--- src/rtl/fpu_ss_pkg.sv ---
// Shared types and constants for the FPU subsystem writeback path.
package fpu_ss_pkg;

  localparam int unsigned X_ID_WIDTH = 4;

  localparam logic [5:0] ECS_FS_DIRTY = 6'b001100;
  localparam logic [2:0] ECSWE_FS     = 3'b010;

  typedef struct packed {
    logic [4:0]            addr;
    logic                  rd_is_fp;
    logic [X_ID_WIDTH-1:0] id;
  } fpu_tag_t;

  typedef struct packed {
    logic [X_ID_WIDTH-1:0] id;
    logic [4:0]            rd;
    logic                  we;
  } mem_metadata_t;

  typedef struct packed {
    logic [X_ID_WIDTH-1:0] id;
    logic [31:0]           data;
    logic [4:0]            rd;
    logic                  we;
    logic [2:0]            ecswe;
    logic [5:0]            ecsdata;
    logic                  exc;
    logic [5:0]            exccode;
  } x_result_t;

endpackage

--- src/rtl/fpu_ss_result_fifo.sv ---
// Small synchronous FIFO with registered storage; head is visible the cycle after a push.
module fpu_ss_result_fifo #(
  parameter type         T     = logic,
  parameter int unsigned Depth = 2
) (
  input  logic clk_i,
  input  logic rst_i,
  input  logic push_i,
  input  T     data_i,
  input  logic pop_i,
  output T     data_o,
  output logic full_o,
  output logic empty_o
);

  localparam int unsigned PtrW = (Depth > 1) ? $clog2(Depth) : 1;
  localparam int unsigned CntW = $clog2(Depth + 1);

  T               r_mem [Depth];
  logic [PtrW-1:0] r_wptr, r_rptr;
  logic [CntW-1:0] r_cnt;
  logic            w_push, w_pop;

  assign full_o  = (r_cnt == CntW'(Depth));
  assign empty_o = (r_cnt == '0);
  assign w_push  = push_i & ~full_o;
  assign w_pop   = pop_i & ~empty_o;
  assign data_o  = r_mem[r_rptr];

  // Depth is a power of two, so pointers wrap by natural overflow.
  always_ff @(posedge clk_i) begin
    if (rst_i) begin
      for (int i = 0; i < Depth; i++) r_mem[i] <= '0;
      r_wptr <= '0;
      r_rptr <= '0;
      r_cnt  <= '0;
    end else begin
      if (w_push) begin
        r_mem[r_wptr] <= data_i;
        r_wptr        <= r_wptr + 1'b1;
      end
      if (w_pop) r_rptr <= r_rptr + 1'b1;
      case ({w_push, w_pop})
        2'b10:   r_cnt <= r_cnt + 1'b1;
        2'b01:   r_cnt <= r_cnt - 1'b1;
        default: r_cnt <= r_cnt;
      endcase
    end
  end

endmodule

--- src/rtl/fpu_ss_writeback.sv ---
// Merges FPU results and FP loads into the FP regfile and the cv-x-if result channel.
module fpu_ss_writeback
  import fpu_ss_pkg::*;
#(
  parameter int unsigned RES_DEPTH = 2
) (
  input  logic          clk_i,
  input  logic          rst_i,
  input  logic          fpu_valid_i,
  output logic          fpu_ready_o,
  input  logic [31:0]   fpu_result_i,
  input  fpu_tag_t      fpu_tag_i,
  input  logic [4:0]    fpu_status_i,
  input  logic          lsu_valid_i,
  output logic          lsu_ready_o,
  input  mem_metadata_t lsu_meta_i,
  input  logic [31:0]   lsu_rdata_i,
  output logic          fpr_we_o,
  output logic [4:0]    fpr_waddr_o,
  output logic [31:0]   fpr_wdata_o,
  output logic          x_result_valid_o,
  input  logic          x_result_ready_i,
  output x_result_t     x_result_o,
  output logic [4:0]    fflags_o,
  input  logic          fflags_clr_i
);

  logic        w_full, w_empty;
  logic        w_lsu_acc, w_fpu_acc;
  logic        w_fp_we;
  logic [4:0]  w_fp_addr;
  logic [31:0] w_fp_data;
  x_result_t   w_entry;

  logic        r_fpr_we;
  logic [4:0]  r_fpr_waddr;
  logic [31:0] r_fpr_wdata;
  logic [4:0]  r_fflags;

  // LSU has fixed priority; the FPU is stalled whenever a load is presented.
  assign lsu_ready_o = ~w_full;
  assign fpu_ready_o = ~w_full & ~lsu_valid_i;
  assign w_lsu_acc   = lsu_valid_i & lsu_ready_o;
  assign w_fpu_acc   = fpu_valid_i & fpu_ready_o;

  assign w_fp_we   = (w_lsu_acc & lsu_meta_i.we) | (w_fpu_acc & fpu_tag_i.rd_is_fp);
  assign w_fp_addr = w_lsu_acc ? lsu_meta_i.rd : fpu_tag_i.addr;
  assign w_fp_data = w_lsu_acc ? lsu_rdata_i : fpu_result_i;

  always_comb begin
    w_entry = '0;
    if (w_lsu_acc) begin
      w_entry.id = lsu_meta_i.id;
      w_entry.rd = lsu_meta_i.rd;
      if (lsu_meta_i.we) begin
        w_entry.ecswe   = ECSWE_FS;
        w_entry.ecsdata = ECS_FS_DIRTY;
      end
    end else if (w_fpu_acc) begin
      w_entry.id = fpu_tag_i.id;
      w_entry.rd = fpu_tag_i.addr;
      if (fpu_tag_i.rd_is_fp) begin
        w_entry.ecswe   = ECSWE_FS;
        w_entry.ecsdata = ECS_FS_DIRTY;
      end else begin
        w_entry.we   = 1'b1;
        w_entry.data = fpu_result_i;
      end
    end
  end

  always_ff @(posedge clk_i) begin
    if (rst_i) begin
      r_fpr_we    <= 1'b0;
      r_fpr_waddr <= '0;
      r_fpr_wdata <= '0;
      r_fflags    <= '0;
    end else begin
      r_fpr_we <= w_fp_we;
      if (w_fp_we) begin
        r_fpr_waddr <= w_fp_addr;
        r_fpr_wdata <= w_fp_data;
      end
      // A clear coinciding with an FPU result keeps only the new status.
      if (fflags_clr_i)   r_fflags <= w_fpu_acc ? fpu_status_i : 5'b0;
      else if (w_fpu_acc) r_fflags <= r_fflags | fpu_status_i;
    end
  end

  assign fpr_we_o         = r_fpr_we;
  assign fpr_waddr_o      = r_fpr_waddr;
  assign fpr_wdata_o      = r_fpr_wdata;
  assign fflags_o         = r_fflags;
  assign x_result_valid_o = ~w_empty;

  fpu_ss_result_fifo #(
    .T     (x_result_t),
    .Depth (RES_DEPTH)
  ) u_result_fifo (
    .clk_i   (clk_i),
    .rst_i   (rst_i),
    .push_i  (w_lsu_acc | w_fpu_acc),
    .data_i  (w_entry),
    .pop_i   (x_result_ready_i),
    .data_o  (x_result_o),
    .full_o  (w_full),
    .empty_o (w_empty)
  );

endmodule

--- config.mk ---
export PLATFORM = sky130hd
export DESIGN_NAME = fpu_ss_writeback
export DESIGN_NICKNAME = d
export VERILOG_FILES = /design/src/rtl/fpu_ss_pkg.sv /design/src/rtl/fpu_ss_result_fifo.sv /design/src/rtl/fpu_ss_writeback.sv
export SDC_FILE = /design/constraint.sdc
export NUM_CORES = 1
export LEC_CHECK = 0
export CORE_UTILIZATION = 40
export DETAILED_ROUTE_END_ITERATION = 7
export PLACE_DENSITY = 0.7
export SYNTH_ARGS = -nofsm -noshare
export SYNTH_HDL_FRONTEND = slang
export SYNTH_SLANG_ARGS = --single-unit
--- constraint.sdc ---
create_clock -name clk_i -period 3.8 [get_ports clk_i]
set_clock_uncertainty 0.15 [all_clocks]
set_input_delay 0.76 -clock clk_i [delete_from_list [all_inputs] [get_ports clk_i]]
set_output_delay 0.76 -clock clk_i [all_outputs]
set_load 0.02 [all_outputs]
Yosys cells after proc, flatten, opt, wreduce, memory -nomap -nowiden
Memories as Yosys holds them, arrays and structs flattened. A register that Yosys moved wholly into a read port is not among the register bits.
Cells that the tools add are included.
{"block": "op_classes", "add_sub_neg": 4, "eq_ne": 3, "n_mux": 26, "bitwise": 13, "reduce_logical": 4}
{"op": "2-to-1 mux 51 bit", "count": 2}
{"op": "2-to-1 mux 32 bit", "count": 3}
{"op": "OR reduction 51 bit", "count": 1}
{"op": "2-to-1 mux 5 bit", "count": 5}
{"op": "2-to-1 mux 8 bit", "count": 2}
{"op": "2-to-1 mux 1 bit", "count": 11}
{"op": "2-to-1 mux 9 bit", "count": 1}
{"op": "bitwise AND 1 bit", "count": 7}
{"op": "OR 5 bit", "count": 1}
{"op": "== test 2 bit (second input constant)", "count": 2}
{"op": "2-to-1 mux 4 bit", "count": 1}
{"op": "one-hot mux 2 bit (2 select lines)", "count": 1}
{"op": "nonzero test 2 bit", "count": 2}
{"op": "inverter 1 bit", "count": 3}
{"op": "adder 1 bit (second input constant)", "count": 2}
{"op": "adder 2 x 1 -> 2 bit (second input constant)", "count": 1}
{"op": "== test 2 x 1 -> 1 bit (second input constant)", "count": 1}
{"op": "zero test 2 bit", "count": 1}
{"op": "OR 1 bit", "count": 2}
{"op": "subtractor 2 x 1 -> 2 bit (second input constant)", "count": 1}
{"block": "totals", "regBits": 47, "ram_bits": 102, "in_bits": 95, "n_memories": 1}
{"memory": "u_result_fifo.r_mem", "depth": 2, "word_bits": 51, "rd": 1, "rd_clocked_by_memory_dff": 1, "write_ports": 2, "line": "fpu_ss_result_fifo.sv:19", "text": "T r_mem [Depth];"}

Longest topological paths before layout
{"block": "logic_depth", "word_depth": 11, "depth_mapped": 9}

By module
A second synthesis with hierarchy kept.
{"block": "hier_totals", "hier_cells": 717, "area_unflattened_um2": 7908.8}
{"mod": "fpu_ss_result_fifo", "n_inst": 1, "cells_per_inst": 401, "area_each_um2": 5317.6}
{"mod": "fpu_ss_writeback", "n_inst": 1, "cells_per_inst": 316, "area_each_um2": 2591.2}

Worst setup path before layout
OpenSTA, ideal clock, no wires.
{"block": "synth_timing", "kind": "input -> register", "start": "in rst_i", "end": "mem u_result_fifo.r_mem[1][10] (netlist name) (enable)", "arrival_time_ns": 2.349, "t_required_ns": 3.251, "path_slack_ns": 0.902, "stages": 3, "path_buffers": 2, "path_cell_list": "clkbuf_1 > buf_1 > a21o_1"}
{"element": "start, declared", "line": "fpu_ss_writeback.sv:8", "text": "input logic rst_i,"}
{"element": "end, declared", "line": "fpu_ss_result_fifo.sv:19"}

==> impl_metrics.env <==
export IMPL_dp_hpwl_mm=11.48
export IMPL_dieArea_um2=16930
export IMPL_multi_input_area_um2=2367
export IMPL_drcViolationCount=0
export IMPL_postRouteAntennaNets=0
export IMPL_finalInstanceArea_um2=9034
export IMPL_period_needed_ps=3244
export IMPL_hp_class="register to register"
export IMPL_dp_worst_setup_slack_ps=736.7
export IMPL_wire_per_inst_um=17.97
export IMPL_synth_cell_types=34
export IMPL_root_buffer="clkbuf_16"
export IMPL_cts_clk_slew_worst_paths_ps=60
export IMPL_tightest_slew_ps=918.2
export IMPL_status="finished clean"
export IMPL_rows=46
export IMPL_tritoncts="yes"
export IMPL_yosys_warnings=0
export IMPL_ctsResizeCount=0
export IMPL_clock_sinks=134
export IMPL_finalPower_uw=5664
export IMPL_drt_pass1_iterations=5
export IMPL_vias_per_cell=5.257
export IMPL_pin_count=199
export IMPL_peakVddDrop_uv=347.2
export IMPL_syn_to_final_growth_pct=37.60
export IMPL_netlist_area_um2=6565
export IMPL_die_x_um=130.1
export IMPL_drive_gt1_share_pct=19.06
export IMPL_die_h_um=130.1
export IMPL_end_kind="output port"
export IMPL_fin_crit_sh_pct=85.36
export IMPL_finalSetupViolCount=0
export IMPL_clock_latency_ps=420
export IMPL_core_area_um2=15940
export IMPL_cts_setup_buffers=0
export IMPL_overflow=0
export IMPL_top_usage_layer="met2"
export IMPL_power_per_cell_area_nw_per_um2=627.0
export IMPL_seq_area_um2=3546
export IMPL_postSynthCellCount=573
export IMPL_cts_hold_buf=0
export IMPL_critPathMaxFanout=25
export IMPL_place_area_um2=8437
export IMPL_worstPathArrival_ps=2330
export IMPL_fin_nets=828
export IMPL_hold_viol=0
export IMPL_fin_tns_setup_ps=0
export IMPL_numCtsBuffers=17
export IMPL_clock_path_buffers=2
export IMPL_dr_first_iter_drc_count=421
export IMPL_grt_pass1_vias=5149
export IMPL_met2_usage_pct=36.01
export IMPL_use_met1_pct=24.99
export IMPL_final_max_slew_viol_count=0
export IMPL_ys_seq_elements=134
export IMPL_seq_area_frac_synth_pct=53.97
export IMPL_grtUsageTotal_pct=20.99
export IMPL_setup_ws_ps=556.2
export IMPL_rsz0062_at_grt="false"
export IMPL_critical_path_class="register to output port"
export IMPL_grt_met3_usage_pct=5.371
export IMPL_cts_max_level=4
export IMPL_fmax_ghz=0.3083
export IMPL_grt_pass1_wl_mm=26.61
export IMPL_num_vias=5057
export IMPL_fill_cells=1339
export IMPL_slew_headroom_pct=38.79
export IMPL_io_buffers=185
export IMPL_gp_congestion=0.7844
export IMPL_crit_required_ps=2890
export IMPL_worstSetupStartpointType="register"
export IMPL_syn_avg_cell_area_um2=11.46
export IMPL_antenna_found_initial=1
export IMPL_p_leak_uw=0.003314
export IMPL_initial_core_util_pct=41.18
export IMPL_drv_cap=0
export IMPL_grt_max_degree=59
export IMPL_routed_wl_mm=17.29
==> state kept, by name (all words and copies together) (netlist names), named ones only <==
signal / cells
fflags_o: 5
fpr_waddr_o: 5
fpr_wdata_o: 32
fpr_we_o: 1
u_result_fifo.r_cnt: 2
u_result_fifo.r_mem: 86
u_result_fifo.r_rptr: 1
u_result_fifo.r_wptr: 1
==> placed cells by master (no fill, tap or decap), drive strengths merged <==
master	instances
a221oi	37
or2	1
xnor2	2
mux2	43
diode	1
nand2	1
nor3	34
nor2b	2
dfxtp	48
edfxtp	86
inv	73
clkbuf	19
nor2	27
a22oi	9
clkinv	9
conb	13
or3	3
ha	1
bufinv	4
buf	15
a21o	2
nor4	32
nand3b	1
clkdlybuf4s50	184
o21a	15
a21oi	30
xor2	1
nand4	6
nand2b	8
o21ai	39
==> final cells by class <==
class / count / share of cell area (%)
diodes: 1 / 0.02770
clock buffers: 19 / 4.792
clock inverters: 13 / 1.787
inverters: 73 / 3.033
multi-input cells: 307 / 26.20
flip-flops and latches: 134 / 39.25
well taps: 216 / 2.992
repair buffers: 199 / 21.91
==> metrics by stage <==
| stage | cells | hold slack, ps | utilization, % |
|---|---|---|---|
| global route | 962 | 331.4 | 56.66 |
| global placement | 929 | 300.0 | 52.92 |
| CTS | 961 | 313.3 | 56.65 |
| finish | 962 | 314.0 | 56.66 |
| detailed placement | 929 | 304.0 | 52.92 |
| floorplan | 585 | 324.7 | - |
==> cell usage after synthesis <==
| library cell | instances | area [um2] |
|---|---|---|
| nor4_2 | 10 | 125.1 |
| nand4_1 | 6 | 37.54 |
| nand3b_4 | 1 | 20.02 |
| xnor2_1 | 2 | 17.52 |
| edfxtp_1 | 86 | 2582 |
| a221oi_2 | 37 | 555.5 |
| o21a_1 | 15 | 112.6 |
| buf_2 | 15 | 75.07 |
| or3_1 | 3 | 18.77 |
| inv_2 | 1 | 3.750 |
| conb_1 | 1 | 3.750 |
| o21ai_0 | 39 | 195.2 |
| nor2b_1 | 1 | 6.260 |
| buf_1 | 3 | 11.26 |
| clkbuf_1 | 23 | 86.33 |
| dfxtp_1 | 48 | 960.9 |
| ha_1 | 1 | 12.51 |
| inv_1 | 72 | 270.3 |
| xor2_1 | 1 | 8.760 |
| a21oi_1 | 30 | 150.1 |
| or2_2 | 1 | 6.260 |
| nor4_1 | 22 | 137.6 |
| a21o_4 | 1 | 15.01 |
| buf_4 | 16 | 120.1 |
| nor3_1 | 34 | 170.2 |
| a21o_1 | 1 | 7.510 |
| clkbuf_2 | 3 | 15.01 |
| mux2_2 | 43 | 484.2 |
| nand2b_1 | 8 | 50.05 |
| buf_6 | 11 | 123.9 |
| nor2b_2 | 1 | 8.760 |
| a22oi_1 | 9 | 67.56 |
| nand2_1 | 1 | 3.750 |
| nor2_1 | 27 | 101.4 |
==> layer usage <==
layer | wire [um] | vias to the layer above
met3 | 1262 | 24
met5 | 0 | -
met1 | 7261 | 2456
met2 | 8391 | 206
met4 | 369 | 0
li1 | - | 2371
==> power breakdown <==
group          total, uW  leakage (uW)  switching (uW)  internal, uW
registers           2020       0.00133             165          1850
clock network       1670      0.000297             590          1080
logic               1970       0.00169            1050           919
==> cells by family after synthesis <==
kind of cell	Yosys count	synth area share (%)
XOR/XNOR	3	0.4003
adder cells (fa/ha/maj)	1	0.1906
AND/OR/NAND/NOR	115	10.44
flip-flops	134	53.97
multiplexers	43	7.376
AO/OA/AOI/OAI	132	16.81
buffers and inverters	144	10.75
other	1	0.05712
==> critical path, cell delays in order (launching register included) <==
cell and delay [ps]:
dfxtp_2 660, buf_12 260, mux2_2 410, clkdlybuf4s50_1 560
==> worst paths after layout <==
kind,end,slack (ps),start,cells after the start
max,x_result_o[9],560,register,3
min,fpr_wdata_o[4],310,fpr_wdata_o[4],2
max reg2reg,u_result_fifo.r_mem[1][13],1530,u_result_fifo.r_wptr,3
min reg2reg,fpr_wdata_o[4],310,fpr_wdata_o[4],2
(Power assumes the default switching activity.)
